===== config.mk =====
export PLATFORM = sky130hd
export DESIGN_NAME = timer_bank
export DESIGN_NICKNAME = d
export VERILOG_FILES = /design/src/rtl/timer_bank.sv
export SDC_FILE = /design/constraint.sdc
export NUM_CORES = 1
export LEC_CHECK = 0
export BUFFER_PORTS_ARGS = -buffer_cell sky130_fd_sc_hd__buf_2
export CORE_MARGIN = 2
export CORE_UTILIZATION = 40
export DETAILED_ROUTE_END_ITERATION = 8
export GPL_ROUTABILITY_DRIVEN = 0
export SKIP_LAST_GASP = 1
export SYNTH_ARGS = -nofsm -noshare
export SYNTH_HDL_FRONTEND = slang
export SYNTH_SLANG_ARGS = --single-unit
export TNS_END_PERCENT = 50

===== constraint.sdc =====
create_clock -name clk -period 13.5 [get_ports clk]
set_clock_uncertainty 0.2 [all_clocks]
set_input_delay 4.05 -clock clk [delete_from_list [all_inputs] [get_ports clk]]
set_output_delay 4.05 -clock clk [all_outputs]
set_load 0.005 [all_outputs]

===== src/rtl/timer_bank.sv =====
// Multi-channel programmable timer with a shared prescaler.
// Ports: clk, rst (sync, active-high), wr_en/addr/wdata register
// write bus, rdata combinational read data, irq_vec per-channel
// interrupt (pending & irq_en), timer_interrupt OR of irq_vec.
module timer_bank #(
    parameter int NUM_CH  = 4,
    parameter int WIDTH   = 32,
    parameter int PRESC_W = 8
) (
    input  logic              clk,
    input  logic              rst,
    input  logic              wr_en,
    input  logic [7:0]        addr,
    input  logic [31:0]       wdata,
    output logic [31:0]       rdata,
    output logic [NUM_CH-1:0] irq_vec,
    output logic              timer_interrupt
);

    localparam logic [4:0] NCH = 5'(NUM_CH);

    logic [NUM_CH-1:0]  en_q, en_d;
    logic [NUM_CH-1:0]  mode_q, mode_d;
    logic [NUM_CH-1:0]  ien_q, ien_d;
    logic [NUM_CH-1:0]  pend_q, pend_d;
    logic [WIDTH-1:0]   cmp_q [NUM_CH];
    logic [WIDTH-1:0]   cmp_d [NUM_CH];
    logic [WIDTH-1:0]   cnt_q [NUM_CH];
    logic [WIDTH-1:0]   cnt_d [NUM_CH];
    logic [PRESC_W-1:0] presc_q, presc_d;
    logic [PRESC_W-1:0] pcnt_q, pcnt_d;

    logic [3:0] sel_ch;
    logic [1:0] sel_reg;
    logic       ch_hit;
    logic       presc_hit;
    logic       tick;

    logic [NUM_CH-1:0] ctrl_wr;
    logic [NUM_CH-1:0] cmp_wr;
    logic [NUM_CH-1:0] cnt_wr;
    logic [NUM_CH-1:0] stat_wr;
    logic [NUM_CH-1:0] run;

    logic unused_bits;

    assign sel_ch    = addr[7:4];
    assign sel_reg   = addr[3:2];
    assign ch_hit    = ({1'b0, sel_ch} < NCH);
    assign presc_hit = ({1'b0, sel_ch} == NCH) && (sel_reg == 2'd0);
    assign tick      = (pcnt_q == presc_q);

    assign unused_bits = ^{addr[1:0], wdata};

    for (genvar n = 0; n < NUM_CH; n++) begin : g_dec
        logic hit;
        assign hit        = wr_en && ch_hit && (sel_ch == 4'(n));
        assign ctrl_wr[n] = hit && (sel_reg == 2'd0);
        assign cmp_wr[n]  = hit && (sel_reg == 2'd1);
        assign cnt_wr[n]  = hit && (sel_reg == 2'd2);
        assign stat_wr[n] = hit && (sel_reg == 2'd3);
        // A CTRL write clearing en cancels this cycle's tick.
        assign run[n] = tick && en_q[n] && !(ctrl_wr[n] && !wdata[0]);
    end

    always_comb begin
        presc_d = presc_q;
        pcnt_d  = tick ? '0 : pcnt_q + PRESC_W'(1);
        if (wr_en && presc_hit) begin
            presc_d = wdata[PRESC_W-1:0];
            pcnt_d  = '0;
        end
    end

    always_comb begin
        en_d   = en_q;
        mode_d = mode_q;
        ien_d  = ien_q;
        pend_d = pend_q;
        cmp_d  = cmp_q;
        cnt_d  = cnt_q;
        for (int n = 0; n < NUM_CH; n++) begin
            // Clear first so a same-cycle match set wins.
            if (stat_wr[n] && wdata[0]) begin
                pend_d[n] = 1'b0;
            end
            if (run[n]) begin
                if (cnt_q[n] == cmp_q[n]) begin
                    pend_d[n] = 1'b1;
                    cnt_d[n]  = '0;
                    if (mode_q[n]) begin
                        en_d[n] = 1'b0;
                    end
                end else begin
                    cnt_d[n] = cnt_q[n] + WIDTH'(1);
                end
            end
            // Software writes override the tick update.
            if (ctrl_wr[n]) begin
                en_d[n]   = wdata[0];
                mode_d[n] = wdata[1];
                ien_d[n]  = wdata[2];
            end
            if (cmp_wr[n]) begin
                cmp_d[n] = wdata[WIDTH-1:0];
            end
            if (cnt_wr[n]) begin
                cnt_d[n] = wdata[WIDTH-1:0];
            end
        end
    end

    always_ff @(posedge clk) begin
        if (rst) begin
            en_q    <= '0;
            mode_q  <= '0;
            ien_q   <= '0;
            pend_q  <= '0;
            presc_q <= '0;
            pcnt_q  <= '0;
            for (int n = 0; n < NUM_CH; n++) begin
                cmp_q[n] <= '0;
                cnt_q[n] <= '0;
            end
        end else begin
            en_q    <= en_d;
            mode_q  <= mode_d;
            ien_q   <= ien_d;
            pend_q  <= pend_d;
            presc_q <= presc_d;
            pcnt_q  <= pcnt_d;
            cmp_q   <= cmp_d;
            cnt_q   <= cnt_d;
        end
    end

    always_comb begin
        rdata = '0;
        if (presc_hit) begin
            rdata = 32'(presc_q);
        end
        for (int n = 0; n < NUM_CH; n++) begin
            if (ch_hit && (sel_ch == 4'(n))) begin
                unique case (sel_reg)
                    2'd0: rdata = {29'd0, ien_q[n], mode_q[n], en_q[n]};
                    2'd1: rdata = 32'(cmp_q[n]);
                    2'd2: rdata = 32'(cnt_q[n]);
                    2'd3: rdata = {31'd0, pend_q[n]};
                    default: rdata = '0;
                endcase
            end
        end
    end

    assign irq_vec         = pend_q & ien_q;
    assign timer_interrupt = |irq_vec;

endmodule

After elaboration in Yosys (flattened, before gate mapping)
Cells that the tools add are included.
Storage, ports and cells
  word-level logic and storage cells: 163
  output and inout port bits: 37
  input port bits: 43
  register bits: 288
Operators by class
  reductions and logical operators: 72
  magnitude comparators: 1
  equality and inequality tests: 12
  bitwise gates (word level): 1
  multiplexer cells: 49
  $add $sub $neg: 5
Operator list (number)
  $mux 32: 16
  $pmux 32 s4: 4
  $add 32x1->32 const B: 4
  $eq 32x32->1: 4
  $logic_and 1x1->1: 43
  $reduce_bool 2->1: 16
  $mux 1: 28
  $reduce_and 3->1: 4
  $add 8x1->8 const B: 1
  $eq 4x2->1 const B: 2
  $eq 8x8->1: 1
  $mux 8: 1
  $logic_not 1->1: 5
  $and 4x4->4: 1
  $eq 2x2->1 const B: 2
  $eq 4x1->1 const B: 1
  $eq 4x3->1 const B: 1
  $logic_not 4->1: 1
  $lt 4x3->1 const B: 1
  $reduce_or 4->1: 1
  $reduce_or 3->1: 1
  $eq 2x1->1 const B: 1
  $logic_not 2->1: 1

Logic depth before layout (Yosys ltp)
  word-level depth: 9
  gate-level depth with buffers: 9

Worst setup path after synthesis
Ideal clock, no wire load.
  path kind: input -> output
  start: input addr[2]
  end: output rdata[1]
  arrival: 5.852 ns
  path slack: 3.398 ns
  path buffers: 2
  required time: 9.250 ns
  cell stages on the path: 6
  cell sequence: clkbuf_1 > or4b_2 > nor3_1 > clkbuf_1 > a21oi_1 > o21ai_0
Between the ends
  word-level cells in the longest chain between the ends: 7
  elaborated cells on any way between the ends: 14
  classes of those cells: 3 x eq/ne; 9 x mux; 2 x reduce/logical
RTL lines
  start: declaration: RTL line 13  | input logic [7:0] addr,
  parallel branches: the longest is 6 deep, another holds $pmux 32 s4
  $mux 32 *: RTL line 143  | if (ch_hit && (sel_ch == 4'(n))) begin
  end: declaration: RTL line 15  | output logic [31:0] rdata,
Every way passes the cells marked *.

Final worst setup path
  start: input addr[2]
  end: output rdata[9]
Between the ends
  word-level cells in the longest chain between the ends: 6
  elaborated cells on any way between the ends: 12
  classes of those cells: 3 x eq/ne; 8 x mux; 1 x reduce/logical
RTL lines
  $eq 2x2->1, or another cell as far along: RTL line 144  | unique case (sel_reg)
  $pmux 32 s4: RTL line 144
  $mux 32 (3 in series): RTL line 143
  $mux 32 *: RTL line 143
Mark *: on every way between the ends. The rest lies on a longest branch, timed or not.

==> summary.txt <==
Run status
  – Outcome: completed

Clocking
  – Post_cts resized: 0
  – TritonCTS clock tree: yes
  – CTS Buf Count: 36
  – Hold bufs inserted after CTS: 0
  – Clock Tree Buf Depth: 3
  – Post-CTS setup buffer count: 0
  – Worst skew pair latency: 0.56 ns
  – H-tree level count: 2
  – Clk slew on worst S/H paths: 0.06 ns
  – Clock Tree Root: clkbuf_16
  – Sink Count: 288

Drt
  – WL/cell: 24.7 um
  – Total Routed Length: 72900 um
  – DR iter-0 viols: 2260
  – Vias per cell: 6.43
  – DR pass1 iterations: 6
  – Via count: 19.0k
  – DR DRC count: 0
  – Antenna viol nets, final: 0

Placement
  – DP Wirelength: 48500 um
  – Port Buffers: 77
  – Placed cell area: 0.0184 mm2

Setup path
  – Worst EP arrival: 6.89 ns
  – Setup CP Type: in -> out
  – CP Max Fanout: 101
  – R2R Setup Slk: 9.94 ns
  – Worst flop-to-flop path startpoint: cnt_q[108]
  – Reg2Reg Capture Point: cnt_q[123]
  – WP data required: 9.25 ns
  – Startpoint Class: primary input
  – Crit end category: output port
  – Reg2reg path depth: 6

Hold path
  – Hold wc startpoint: pcnt_q[0]
  – Worst Hold Path Cells: 1
  – Hold endpoint: pcnt_q[0]
  – Worst hold path type: reg -> reg

Yosys
  – Post-Synthesis Cells: 2462
  – Mapped Nets: 2510
  – Synth Flop Type: dfxtp_1
  – Post-synthesis cell area: 0.0180 mm2
  – Yosys warning total: 0
  – Share of the synthesized area in the top cell type: 32.0%
  – Post-synth cell types: 77
  – Largest cells by area after synthesis: dfxtp_1, nand2_1, a21oi_1
  – Post-synth EDFFs: 0
  – Asr flop ratio synth: 0%
  – Post-synthesis register bit count: 288
  – Syn Area/Cell: 7.33 um2
  – Seq/Total Area, Yosys: 32.0%
  – Yosys top cell by area: dfxtp_1

Pwr
  – Net load switching power: 619 uW
  – Logic pwr share: 12.1%
  – Power Density: 108 mW/mm2
  – Max IR drop VDD: 86.4 uV
  – Seq pwr share: 41.6%
  – Internal power: 1490 uW
  – Total power: 2110 uW
  – Share of total power in the clock network: 46.3%
  – Sw Ratio: 29.3%
  – Leak: 0.00589 uW

Cells and area
  – Share of cells above drive strength 1: 8.83%
  – Nets: 2379
  – Post-Layout Inst Area: 0.0196 mm2
  – Area added between synthesis and finish: 8.45%

GRT
  – Initial antenna violation count: 7
  – GRT overflow: 0
  – Largest net degree at the start of global routing: 102
  – First-pass GRT wire length: 109000 um
  – Vias in the first global route: 17.4k
  – Total track usage: 30.1%

Timing
  – Crit path time final: 11.14 ns
  – Final Hold Viols: 0
  – Crit share post-route: 82.5%
  – Total negative setup slack: 0 ns
  – Worst slew pin tran: 1.30 ns
  – Final Max Slew Viols: 0
  – Max Freq: 89.8 MHz
  – Max-slew headroom: 12.5%
  – Final count of negative-setup-slack endpoints: 0
  – RSZ-0062 raised after global routing: false

Die
  – Die Y: 216 um
  – Rows: 77
  – Die Wd: 216 um
  – Core Box Area: 0.0444 mm2
  – Top Ports: 80
  – Die area: 0.0468 mm2
  – Initial Utilization: 40.6%

Flow run
  – Max cap viols: 0
-- layer usage --
metal  vias up  wire [um]  global-route usage (%)
met5         -         55                       0
met4         8       4390                    16.8
met3       204       6220                    5.42
met2       953      32900                    47.4
met1      9157      29300                    39.0
li1       8640          -                       -
-- final cells by class --
| class | instances | area [um2] |
|---|---|---|
| Tap cell | 592 | 741 |
| Clock inverter | 12 | 124 |
| Multi-Input combinational cell | 1869 | 11100 |
| Sequential cell | 288 | 5770 |
| Timing Repair Buffer | 115 | 706 |
| Fill cell | 4449 | 24800 |
| Antenna cell | 2 | 5.00 |
| Inverter | 21 | 78.8 |
| Clock buffer | 50 | 1040 |
-- power groups by stage --
stage,registers [uW],logic (uW),clock network [uW]
6_report,878,256,978
3_3_place_gp,896,245,0
2_1_floorplan,883,165,0
5_1_grt,880,266,1010
4_1_cts,877,248,984
3_5_place_dp,896,247,0
-- Yosys cell counts (8+ instances only) --
cell type and n:
nand2_1 385, nand4_1 77, a221oi_1 43, o221ai_1 23
nor2_1 148, a31oi_1 45, a21o_1 10, inv_1 20
clkbuf_1 226, a22oi_1 96, nor3_1 51, o21bai_1 14
a311oi_1 11, a21oi_1 278, xnor2_1 141, or4_1 19
and4_1 11, nor2b_1 8, buf_2 9, o22ai_1 18
xor2_1 27, and3_1 25, o21ai_0 64, o21a_1 27
or3_1 10, mux2i_1 12, nand3_1 106, a211oi_1 58
a2111oi_0 8, nor4_1 39, and2_1 27, dfxtp_1 288
buf_1 11, clkbuf_2 23
-- cells in the final DEF (no fill, tap or decap), types with 27 or more instances in the layout --
| cell type | netlist | routed |
|---|---|---|
| nand4_1 | 77 | 77 |
| o21ai_0 | 64 | 64 |
| buf_2 | 9 | 76 |
| a31oi_1 | 45 | 45 |
| a21oi_1 | 278 | 278 |
| buf_4 | 4 | 36 |
| nand3_1 | 106 | 106 |
| clkbuf_16 | 0 | 38 |
| xor2_1 | 27 | 27 |
| nand2_1 | 385 | 385 |
| and2_1 | 27 | 27 |
| a211oi_1 | 58 | 58 |
| a22oi_1 | 96 | 96 |
| nor2_1 | 148 | 140 |
| a221oi_1 | 43 | 43 |
| xnor2_1 | 141 | 141 |
| nor4_1 | 39 | 38 |
| o21a_1 | 27 | 27 |
| dfxtp_1 | 288 | 288 |
| nor3_1 | 51 | 51 |
-- worst max-delay path: stages --
cell and delay (ns):
buf_2 0.37, nor2b_4 0.77, buf_12 0.48, a22oi_1 0.22
a21oi_1 0.55, o21a_1 0.22, buf_2 0.13
-- worst max-delay path by stage --
stage                endpoint  cells past startpoint  startpoint
global placement    rdata[19]                      8     addr[2]
CTS                 rdata[19]                      8     addr[2]
global route        rdata[29]                      8     addr[2]
floorplan            rdata[1]                      6     addr[2]
finish               rdata[9]                      7     addr[2]
detailed placement  rdata[19]                      8     addr[2]
-- flip-flops by register name, summed over array words and instances, names as in the netlist --
name / flops
cmp_q: 128
cnt_q: 128
pcnt_q: 8
presc_q: 8
en_q: 4
ien_q: 4
mode_q: 4
pend_q: 4
-- per-stage QoR --
stage	std cells	hold slack (ns)	setup WS, ns	utilization, %
final	2949	0.276	2.36	44.1
after CTS	2947	0.278	2.49	44.0
after global placement	2885	0.256	2.53	41.4
after detailed placement	2885	0.265	2.50	41.4
after global routing	2948	0.290	2.31	44.0
after floorplan	2462	0.236	3.40	-
-- cells by family after synthesis --
kind of cell,after synthesis,synth area share [%]
buffers and inverters,305,7.14
flip-flops,288,32.0
AND/OR/NAND/NOR,944,25.0
AO/OA/AOI/OAI,734,26.1
adder cells (fa/ha/maj),5,0.347
multiplexers,18,1.29
XOR/XNOR,168,8.16
No activity file was read; power rests on OpenSTA's default activity.
